$ cat src/rtl/comparator_hyst_bank.sv
// Multi-channel IEEE-754 single comparator bank with per-channel hysteresis, one channel per clock.
// Optional macro COMPARATOR_NAN_FLAG_EN adds a per-channel nan_flag output.
module comparator_hyst_bank #(
  parameter int WIDTH    = 32,
  parameter int CHANNELS = 4,
  parameter int CH_BITS  = 2
) (
  input  logic                      clk,
  input  logic                      rst,
  input  logic                      sta,
  input  logic [CHANNELS*WIDTH-1:0] data_in,
  input  logic [WIDTH-1:0]          upper_th,
  input  logic [WIDTH-1:0]          lower_th,
  output logic [CHANNELS-1:0]       agb,
  output logic [CHANNELS-1:0]       alb,
  output logic [CHANNELS-1:0]       hyst_out,
  output logic                      busy,
  output logic                      done_sig
`ifdef COMPARATOR_NAN_FLAG_EN
  ,
  output logic [CHANNELS-1:0]       nan_flag
`endif
);

  localparam logic [1:0] IDLE = 2'd0;
  localparam logic [1:0] RUN  = 2'd1;
  localparam logic [1:0] DONE = 2'd2;

  localparam logic [WIDTH-1:0]   SIGN_BIT = {1'b1, {(WIDTH-1){1'b0}}};
  localparam logic [CH_BITS-1:0] LAST_CH  = CH_BITS'(CHANNELS - 1);

  logic [1:0]                state;
  logic [CH_BITS-1:0]        ch;
  logic [CHANNELS*WIDTH-1:0] data_p0;
  logic [WIDTH-1:0]          upper_p0;
  logic [WIDTH-1:0]          lower_p0;
  logic [WIDTH-1:0]          samp;
  logic                      gt_c;
  logic                      lt_c;
  logic                      nan_c;

  function automatic logic is_nan(input logic [WIDTH-1:0] f);
    return (f[30:23] == 8'hFF) && (f[22:0] != 23'd0);
  endfunction

  // Map a float onto an unsigned key whose integer order matches float order; -0 folds onto +0.
  function automatic logic [WIDTH-1:0] ord_key(input logic [WIDTH-1:0] f);
    if (f[WIDTH-2:0] == '0) return SIGN_BIT;
    else if (f[WIDTH-1])    return ~f;
    else                    return f | SIGN_BIT;
  endfunction

  function automatic logic f_gt(input logic [WIDTH-1:0] a, input logic [WIDTH-1:0] b);
    if (is_nan(a) || is_nan(b)) return 1'b0;
    return ord_key(a) > ord_key(b);
  endfunction

  always_comb begin
    samp = '0;
    for (int k = 0; k < CHANNELS; k++) begin
      if (ch == CH_BITS'(k)) samp = data_p0[k*WIDTH +: WIDTH];
    end
    gt_c  = f_gt(samp, upper_p0);
    lt_c  = f_gt(lower_p0, samp);
    nan_c = is_nan(samp) || is_nan(upper_p0) || is_nan(lower_p0);
  end

  always_ff @(posedge clk or negedge rst) begin
    if (!rst) begin
      state    <= IDLE;
      ch       <= '0;
      data_p0  <= '0;
      upper_p0 <= '0;
      lower_p0 <= '0;
      agb      <= '0;
      alb      <= '0;
      hyst_out <= '0;
      busy     <= 1'b0;
      done_sig <= 1'b0;
`ifdef COMPARATOR_NAN_FLAG_EN
      nan_flag <= '0;
`endif
    end else begin
      done_sig <= 1'b0;
      case (state)
        IDLE: begin
          // A start coinciding with the done pulse is dropped.
          if (sta && !done_sig) begin
            data_p0  <= data_in;
            upper_p0 <= upper_th;
            lower_p0 <= lower_th;
            ch       <= '0;
            busy     <= 1'b1;
            state    <= RUN;
`ifdef COMPARATOR_NAN_FLAG_EN
            nan_flag <= '0;
`endif
          end
        end
        RUN: begin
          for (int k = 0; k < CHANNELS; k++) begin
            if (ch == CH_BITS'(k)) begin
              agb[k] <= gt_c;
              alb[k] <= lt_c;
              if (gt_c)      hyst_out[k] <= 1'b1;
              else if (lt_c) hyst_out[k] <= 1'b0;
`ifdef COMPARATOR_NAN_FLAG_EN
              nan_flag[k] <= nan_c;
`endif
            end
          end
          if (ch == LAST_CH) state <= DONE;
          else               ch    <= ch + 1'b1;
        end
        DONE: begin
          done_sig <= 1'b1;
          busy     <= 1'b0;
          ch       <= '0;
          state    <= IDLE;
        end
        default: state <= IDLE;
      endcase
    end
  end

`ifndef COMPARATOR_NAN_FLAG_EN
  logic unused_nan;
  assign unused_nan = nan_c;
`endif

endmodule

$ cat config.mk
export PLATFORM = sky130hd
export DESIGN_NAME = comparator_hyst_bank
export DESIGN_NICKNAME = d
export VERILOG_FILES = /design/src/rtl/comparator_hyst_bank.sv
export SDC_FILE = /design/constraint.sdc
export NUM_CORES = 1
export LEC_CHECK = 0
export CAP_MARGIN = 20
export CORE_MARGIN = 3
export CORE_UTILIZATION = 55
export CTS_CLUSTER_DIAMETER = 200
export CTS_CLUSTER_SIZE = 30
export DETAILED_ROUTE_END_ITERATION = 10
export DONT_BUFFER_PORTS = 1
export HOLD_SLACK_MARGIN = 0.06
export PLACE_DENSITY_LB_ADDON = 0.05
export SYNTH_ARGS = -nofsm -noshare
export SYNTH_HDL_FRONTEND = slang
export SYNTH_SLANG_ARGS = --single-unit
$ cat constraint.sdc
create_clock -name clk -period 8.09 [get_ports clk]
set_input_delay 0.809 -clock clk [delete_from_list [all_inputs] [get_ports clk]]
set_output_delay 0.809 -clock clk [all_outputs]
set_load 0.02 [all_outputs]
==> flow_metrics.tcl, run 1 <==
set metrics [dict create \
    run_status "finished clean" \
    hold_viol 0 \
    final_setup_viols 0 \
    area.growth.synth_to_final_pct 3.70 \
    tightestPinTransition_ns 1.19 \
    cts.sink_count 210 \
    clk_transition_reported_paths_ns 0.12 \
    clock_tree.buffer_depth 3 \
    grt_antenna_before_repair 8 \
    synth_edf_count 0 \
    timing.fmax_mhz 153 \
    die_h_um 154 \
    fin_crit_sh_pct 80.8 \
    dieWidth_um 154 \
    synth-main-ff-cell "sky130_fd_sc_hd__dfrtp_1" \
    wl_per_cell_um 20.8 \
    period_needed_ns 6.54 \
    critical-path-slowest-cell "sky130_fd_sc_hd__or4b_1" \
    hold_class "in -> async" \
    critical_path_source_type "flip-flop" \
    half_perimeter_wire_length_after_detailed_placement_mm 21.4 \
    number_of_vias_in_the_routed_layout 8125 \
    fin_worst_skew_ns 0.0288 \
    critical_path.max_fanout 60 \
    mostFrequentLayoutCells "sky130_fd_sc_hd__dfrtp_1 (210), sky130_fd_sc_hd__mux2_2 (179), sky130_fd_sc_hd__nand2_1 (145)" \
    place_area_um2 12100 \
    number_of_violations_reported_at_the_end_of_detailed_routing_iteration_0 518 \
    timing.critical_path.slowest_cell_delay_ns 0.71 \
    netlist-cell-type-count 53 \
    design_area_um2 12500 \
    detail_route.wirelength_mm 28.6 \
    cts-resized-gates 0 \
    synth_area_um2 12000 \
    wire_length_of_the_first_global_routing_pass_mm 45.3 \
    design.final.nets 1360 \
    placementRows 53 \
    path_cells "ha_1, buf_4, nand2b_1, o22ai_1, o22ai_1, or4_1, or4b_1, or3_1, buf_4, nand2_1, ha_1, nand4_1, or4_1, a21o_1, a31oi_1, a2111oi_0, buf_4, a2111oi_0, o22ai_1" \
    postSynthAreaPerCell_um2 10.5 \
    clk_root_buffer_cell "sky130_fd_sc_hd__clkbuf_16" \
    ant_nets 0 \
    overflow_after_grt 0 \
    setup_tns_ns 0 \
    synth_async_sr_flop_share_pct 100 \
    drt_first_pass_iters 5 \
    core_region_area_um2 21300 \
    timing.setup.critical_path_class "reg -> reg" \
    layout-drive-gt1-share_pct 19.5 \
    numCtsBuffers 10 \
    post_drt_via_cell_ratio 5.90 \
    clock_tree_from_tritoncts "built" \
    synth.yosys.seq_area_share_pct 43.7 \
    critical_path_arrival_ns 6.89 \
    grt_start_max_net_pins 211 \
    yosys_warnings 0 \
    yosys_register_bits 210 \
    grt.total_usage_pct 23.6 \
    buffer_ports.inserted 0 \
    worst_setup_path_end_kind "flip-flop" \
    htree_levels 1 \
    ioPinCount 209 \
    grt_pass1_vias 8107 \
    grt_setup_unrepaired "false" \
    cp_data_required_time_ns 8.44 \
    slew_viol_final 0 \
    synth_cells 1143 \
    maxCapViolCount 0 \
    starting_density_pct 56.6 \
    reg2reg_slack_ns 1.55 \
    worstSkewPairLatency_ns 0.49 \
    layout_commonest_cell "sky130_fd_sc_hd__dfrtp_1" \
    place.gp.congestion 0.910 \
    dieArea_um2 23700 \
    total_nets_after_synthesis 1406 \
    slew_limit_headroom_pct 20.7 \
    remaining_drc_errors 0 \
]
[path summary, 6_finish.rpt]
path | from | end | cells past startpoint
max in group asynchronous | rst | upper_p0[24] | 1
max | ch[0] | hyst_out[0] | 19
min in group clk | data_in[72] | data_p0[72] | 2
max reg2reg | ch[0] | hyst_out[0] | 19
min | rst | data_p0[27] | 1
min reg2reg | data_p0[36] | data_p0[36] | 1
[registers in the layout, summed over array words and instances (netlist names)]
register  cells
alb           4
busy          1
lower_p0     32
hyst_out      4
upper_p0     32
state         2
ch            2
agb           4
done_sig      1
data_p0     128
[stage by stage]
step / hold slack, ns / setup slack (ns) / utilization, % / instances
detailed placement: 0.496 / 1.59 / 57.1 / 1357
finish: 0.281 / 1.55 / 58.6 / 1376
CTS: 0.413 / 1.60 / 58.4 / 1369
global placement: 0.488 / 1.83 / 57.1 / 1357
global route: 0.416 / 1.12 / 58.6 / 1373
floorplan: 0.473 / 2.95 / - / 1143
[routing by layer]
layer	wire length [um]	vias up	GRT usage, %	share of wire (%)
li1	-	3933	-	-
met3	2090	41	6.73	7.3
met1	13600	3927	34.5	47
met4	480	8	4.96	1.7
met5	69	-	0	0.24
met2	12400	216	35.3	43
[cell type report]
cell class                 instances  area [um^2]
antenna                            5         12.5
clock buffer                      10          250
clock inverter                     1         16.3
fill                            1808         8800
inverter                          24         90.1
multi-input combinational        838         6370
sequential                       210         5260
tap                              275          344
timing repair buffer              13          145
[cell families (layout without fill, tap and decap cells)]
| family | after synthesis | count (layout) | share of synthesized area [%] |
|---|---|---|---|
| AO/OA/AOI/OAI | 193 | 193 | 10.3 |
| XOR/XNOR | 92 | 92 | 6.69 |
| AND/OR/NAND/NOR | 305 | 305 | 12.0 |
| multiplexers | 180 | 180 | 16.8 |
| flip-flops | 210 | 210 | 43.7 |
| buffers and inverters | 95 | 48 | 3.52 |
| adder cells (fa/ha/maj) | 68 | 68 | 7.07 |
| other | 0 | 5 | 0 |
[what timing repair did]
item / in CTS / in global routing
hold buffers: 1 / 0
endpoints found under the setup margin: 0 / 0
endpoints found under the hold margin: 210 / 0
buffers inserted: 0 / 0
[worst max-delay path, delay by kind of cell (launching register included)]
| kind | cells | cell delay (ns) |
|---|---|---|
| compound gates | 7 | 1.54 |
| fa+ha+maj | 2 | 0.64 |
| buf+inv | 3 | 0.78 |
| flops | 1 | 0.46 |
| simple gates | 7 | 2.95 |
[Yosys cell counts (all sizes together) (2+ instances only)]
cell type	n	area [um^2]
o211ai	2	15.0
a211o	2	17.5
nand2	145	544
nand3	5	25.0
o21ai	42	210
nor2	54	210
nor4	15	93.8
o221ai	3	32.5
or4	5	37.5
inv	24	90.1
nand2b	6	37.5
and2	31	194
and4	3	26.3
o31ai	2	15.0
a21oi	55	275
o211a	13	130
mux2	179	2020
a31oi	7	43.8
a21o	16	120
nand3b	5	37.5
ha	68	851
nand4	18	113
nor3	4	20.0
buf	27	169
xor2	31	272
or3	2	12.5
nor2b	5	31.3
a2111oi	5	43.8
o22ai	25	169
a22oi	14	105
dfrtp	210	5260
or2	2	12.5
a221oi	2	17.5
xnor2	61	534
clkbuf	44	165
Power of run 1 is left out: the tool's default activity adds up to more than one toggle a clock period on the data nets, which glitch-free logic cannot reach.
==> inputs of run 2 (changes only) <==
Clock period 8.09 ns to 6.3 ns, I/O delays scaled along.
==> run 2 against run 1 <==
Non-clock buffer count rose by 5; die area stayed put; via count barely moved; final area increased by 0.21%; global-route usage increased by 0.46 points; wire length grew 0.58%; worst setup slack lost 1.2 ns; hold slack worse by 0.19 ns; clock-buffer cell count rose by 1; flip-flop and latch count did not move; fmax up 9.9%; core utilization rose by 0.12 points.
==> flow_metrics.tcl, run 2 (synthesized netlist as in run 1, its figures left out) <==
set metrics [dict create \
    run_status "finished clean" \
    grt_setup_unrepaired "false" \
    numCtsBuffers 10 \
    crit-reg2reg-capture "hyst_out[3]" \
    postLayoutCoreUtil_pct 58.8 \
    final_setup_viols 0 \
    timing.critical_path.max_delay_family "simple AND/OR/NAND/NOR gates" \
    hold_viol 0 \
    drt_first_pass_iters 5 \
    timing.fmax_mhz 168 \
    grt_start_max_net_pins 211 \
    grt.total_usage_pct 24.1 \
    slew_limit_headroom_pct 14.3 \
    dpl.cell_count 1363 \
    critical_path_arrival_ns 6.29 \
    starting_density_pct 56.6 \
    clock_tree.buffer_depth 3 \
    layout-drive-gt1-share_pct 20.1 \
    grt_pass1_vias 8241 \
    mostFrequentLayoutCells "sky130_fd_sc_hd__dfrtp_1 (210), sky130_fd_sc_hd__mux2_2 (179), sky130_fd_sc_hd__nand2_1 (145)" \
    overflow_after_grt 0 \
    critical_path.max_fanout 37 \
    buffer_ports.inserted 0 \
    dieWidth_um 154 \
    die_h_um 154 \
    maxCapViolCount 0 \
    place.gp.congestion 0.904 \
    dieArea_um2 23700 \
    placementRows 53 \
    ant_nets 0 \
    worstRegToRegCells 18 \
    detail_route.wirelength_mm 28.8 \
    path_cells "ha_1, buf_4, nor2_4, o211a_1, o22ai_1, or4_1, or4b_1, or3_2, nand2_1, ha_1, nand4_1, or4_1, a21o_1, a31oi_1, a2111oi_0, buf_4, a2111oi_0, o22ai_1" \
    hold_class "in -> async" \
    critical_path_source_type "flip-flop" \
    top_regs "data_p0 (128), lower_p0 (32), upper_p0 (32)" \
    clk_transition_reported_paths_ns 0.12 \
    htree_levels 1 \
    layout_commonest_cell "sky130_fd_sc_hd__dfrtp_1" \
    timing.rr.start "ch[0]" \
    ioPinCount 209 \
    wl_per_cell_um 20.9 \
    reg2reg_slack_ns 0.35 \
    fin_crit_sh_pct 94.4 \
    critical-path-slowest-cell "sky130_fd_sc_hd__or3_2" \
    timing.critical_path.slowest_cell_delay_ns 0.71 \
    fin_worst_skew_ns 0.0183 \
    worstSkewPairLatency_ns 0.48 \
    setup_tns_ns 0 \
    core_region_area_um2 21300 \
    period_needed_ns 5.95 \
    clk_root_buffer_cell "sky130_fd_sc_hd__clkbuf_16" \
    regMostFlops "data_p0" \
    number_of_violations_reported_at_the_end_of_detailed_routing_iteration_0 541 \
    tightestPinTransition_ns 1.29 \
    slew_viol_final 0 \
    half_perimeter_wire_length_after_detailed_placement_mm 21.8 \
    final_cell_count_no_fill 1378 \
    timing.setup.critical_path_class "reg -> reg" \
    critPathBufInv 2 \
    grt_antenna_before_repair 2 \
    worst_setup_path_end_kind "flip-flop" \
    cts_setup_buffers 0 \
    cts.sink_count 210 \
    post_drt_via_cell_ratio 5.90 \
    largest_register_ffs 128 \
    number_of_vias_in_the_routed_layout 8133 \
    cp_data_required_time_ns 6.64 \
    remaining_drc_errors 0 \
    clock_tree_from_tritoncts "built" \
    design.final.nets 1365 \
    wire_length_of_the_first_global_routing_pass_mm 46.1 \
    area.growth.synth_to_final_pct 3.92 \
]
## run 2: layer usage
metal  part of all wire [%]  track usage (%)
met5                      0                0
met4                    1.7             5.13
met3                    6.2             5.12
met2                     44             36.6
met1                     48             35.8
## run 2: through the flow
stage / worst slack (ns) / hold slack, ns / cell area, um^2
2_1_floorplan: 1.16 / 0.334 / 12000
3_3_place_gp: 0.461 / 0.340 / 12200
3_5_place_dp: 0.303 / 0.342 / 12200
4_1_cts: 0.281 / 0.254 / 12500
5_1_grt: 0.0248 / 0.269 / 12500
6_report: 0.353 / 0.0936 / 12500
## run 2: repair_timing
item | in CTS | in global routing
hold endpoints to repair | 210 | 0
endpoints found under the setup margin | 0 | 10
gates resized for setup | 0 | 5
hold buffers | 1 | 0
## run 2: worst max path at each step
stage	startpoint	to	slack [ns]	depth (start not counted)
global route	ch[0]	hyst_out[1]	0.02	18
global placement	ch[0]	hyst_out[0]	0.46	19
detailed placement	ch[0]	hyst_out[0]	0.30	18
finish	ch[0]	hyst_out[3]	0.35	18
CTS	ch[0]	hyst_out[0]	0.28	18
floorplan	ch[0]	hyst_out[0]	1.16	22
## run 2: area by class of cell
cell class | instances | area (um^2)
diodes | 2 | 5.00
fillers | 1837 | 8780
inverters | 24 | 90.1
clock buffers | 11 | 275
flip-flops and latches | 210 | 5260
well taps | 275 | 344
multi-input cells | 838 | 6380
repair buffers | 18 | 163
Power of run 2 is left out for the same reason.
==> RTL change: new RTL, flow settings as in run 2 <==
Add a define of `COMPARATOR_NAN_FLAG_EN`.
--- a/src/rtl/comparator_hyst_bank.sv
+++ b/src/rtl/comparator_hyst_bank.sv
@@ -1,5 +1,7 @@
 // Multi-channel IEEE-754 single comparator bank with per-channel hysteresis, one channel per clock.
 // Optional macro COMPARATOR_NAN_FLAG_EN adds a per-channel nan_flag output.
+`define COMPARATOR_NAN_FLAG_EN
+
 module comparator_hyst_bank #(
   parameter int WIDTH    = 32,
   parameter int CHANNELS = 4,
Formal check against the unedited RTL (old outputs only; new: nan_flag): no difference found for any inputs over 4 cycles, from zero or initial values and one cycle with rst low; that may be too few to reach the edited logic, so the function may still have changed.
==> RTL change against run 2 <==
- sequential cell count rose by 4
- largest cell class unchanged
- area after synthesis rose by 2.4%
- maximum frequency fell by 0.55%
- routed wire length rose by 8.6%
- design area rose by 2.2%
- worst hold slack improved by 0.080 ns
- worst setup slack got worse by 0.033 ns
- clock skew rose by 0.030 ns
Power is left out: the tool's default activity adds up to more than one toggle a clock period on the data nets, which glitch-free logic cannot reach.
==> RTL change: results (changes against run 2) <==
Status
  – Outcome: finished, final reports clean

Layout
  – Multi-input comb cells: 1,207 (+44%)
  – # fillers: 2,106 (+15%)
  – Signal buf overhead: 0.01371 (+0.0007027)
  – Final net count: 1,740 (+27%)
  – Ant diodes: 0 (-2)
  – Non-clk invs: 25 (+4.2%)
  – ClkCell Share: 0.02389 (+0.001882)
  – Ratio of cells with drive above 1 in the final layout: 0.03252 (-0.1682)
  – Seq. cell area: 0.005355 mm² (+1.9%)
  – Area of the multi-input gates: 0.006494 mm² (+1.8%)

Yosys
  – Register area share after synthesis: 0.4344 (-0.002160)
  – Register bit total from synthesis: 214 (+1.9%)
  – Cell count after synthesis: 1,537 (+34%)
  – Largest cells by area after synthesis: dfrtp_1 43%, nand2_1 21%, ha_1 6.9%
  – Post-synth top cells: 682 x nand2_1, 214 x dfrtp_1, 68 x ha_1
  – Syn_nets: 1,800 (+28%)
  – Async SR Flop Fraction: 1.000 (unchanged)

Global route
  – Global-route wire length before repair: 50,080 µm (+8.7%)
  – Initial antenna violation count: 0 (-2)
  – Pin count of the biggest net entering global routing: 215 (+1.9%)
  – Grt met2 use: 0.3870 (+0.02137)
  – GR Util All Layers: 0.2551 (+0.01445)
  – Vias in the first global route: 9,519 (+16%)
  – GRT met3 Usage: 0.03578 (-0.01544)
  – Met1 GRT Util: 0.3914 (+0.03378)

STA
  – Layout Skew: 0.04854 ns (+0.03022 ns)
  – Least-Margin Pin Slew: 1.114 ns (-0.1717 ns)
  – Tmin final: 5.981 ns (+0.03320 ns)

Route
  – Initial drt markers: 795 (+47%)
  – DRT met1 WL: 14,720 µm (+7.1%)
  – DR vias: 9,937 (+22%)
  – Wire per inst: 17.82 µm (-15%)
  – Number of detailed-route iterations in the first pass: 6 (+1)
  – Metal2 WL: 13,750 µm (+7.3%)
  – Met3 routed WL: 2075 µm (+16%)
  – Total Wirelength: 31,300 µm (+8.6%)

Placement
  – Placer Congestion: 0.9148 (+1.2%)
  – Pre-CTS WS: 0.1406 ns (-0.1626 ns)
  – Detail Placement HPWL: 23,330 µm (+7.0%)

Worst setup path
  – Peak fanout along the critical path: 34 (-8.1%)
  – Crit-path max cell delay: 0.70 ns
  – Worst R2R Setup Slack: 0.32 ns (-0.03 ns)
  – CP endpoint: alb[3]$_DFFE_PN0P_
  – WP data arrival: 6.37 ns (+0.08 ns)
  – Reg2Reg Depth: 17 (-1)
  – Worst path slowest cell: or3_4

CTS
  – Cts bufs inserted: 11 (+1)
  – Number of setup buffers added after CTS: 0 (unchanged)
  – Clock slew at reported path FFs: 0.12 ns (about the same)
-- RTL change: logic make-up (layout without fill, tap and decap cells) --
kind of cell    Yosys count  in the layout  share of synthesized area
compound gates          186            186                     0.1008
xor+xnor                 92             92                    0.06536
fa+ha+maj                68             68                    0.06901
buf+inv                 116             55                    0.04131
flops                   214            214                     0.4344
mux                       2              2                   0.001725
simple gates            859            859                     0.2874
-- RTL change: worst reg2reg max path: stages, from the launching register on --
cell	delay, ns
dfrtp_1	0.46
inv_1	0.12
ha_1	0.48
a221oi_1	0.22
a2111oi_1	0.54
nor4b_1	0.37
nand4_1	0.47
or3_4	0.70
nand2_1	0.12
ha_1	0.27
nand4_1	0.16
nor3_1	0.10
a21boi_0	0.12
or4b_2	0.63
a2111oi_0	0.63
buf_4	0.23
a2111oi_0	0.08
a21o_1	0.20
-- RTL change: through the flow --
stage	util	hold slack [ns]	instance area, µm²
floorplan	-	0.3344	12330
global placement	0.5662	0.3398	12400
detailed placement	0.5662	0.3402	12400
CTS	0.5814	0.2324	12730
global route	0.5838	0.2405	12780
finish	0.5838	0.1732	12780
-- RTL change: worst min path at each step --
stage	startpoint	endpoint	slack [ns]	cells past startpoint
floorplan	rst	agb[0]$_DFFE_PN0P_	0.33	0
global placement	rst	data_p0[29]$_DFFE_PN0P_	0.34	0
detailed placement	rst	data_p0[29]$_DFFE_PN0P_	0.34	0
CTS	data_in[111]	data_p0[111]$_DFFE_PN0P_	0.23	2
global route	lower_th[19]	lower_p0[19]$_DFFE_PN0P_	0.24	2
finish	rst	data_p0[29]$_DFFE_PN0P_	0.17	1
-- RTL change: timing repair --
| action | CTS | global route |
|---|---|---|
| endpoints found under the hold margin | 214 | 0 |
| hold buffers | 1 | 0 |
| endpoints found under the setup margin | 0 | 12 |
| gates resized for setup | 0 | 7 |
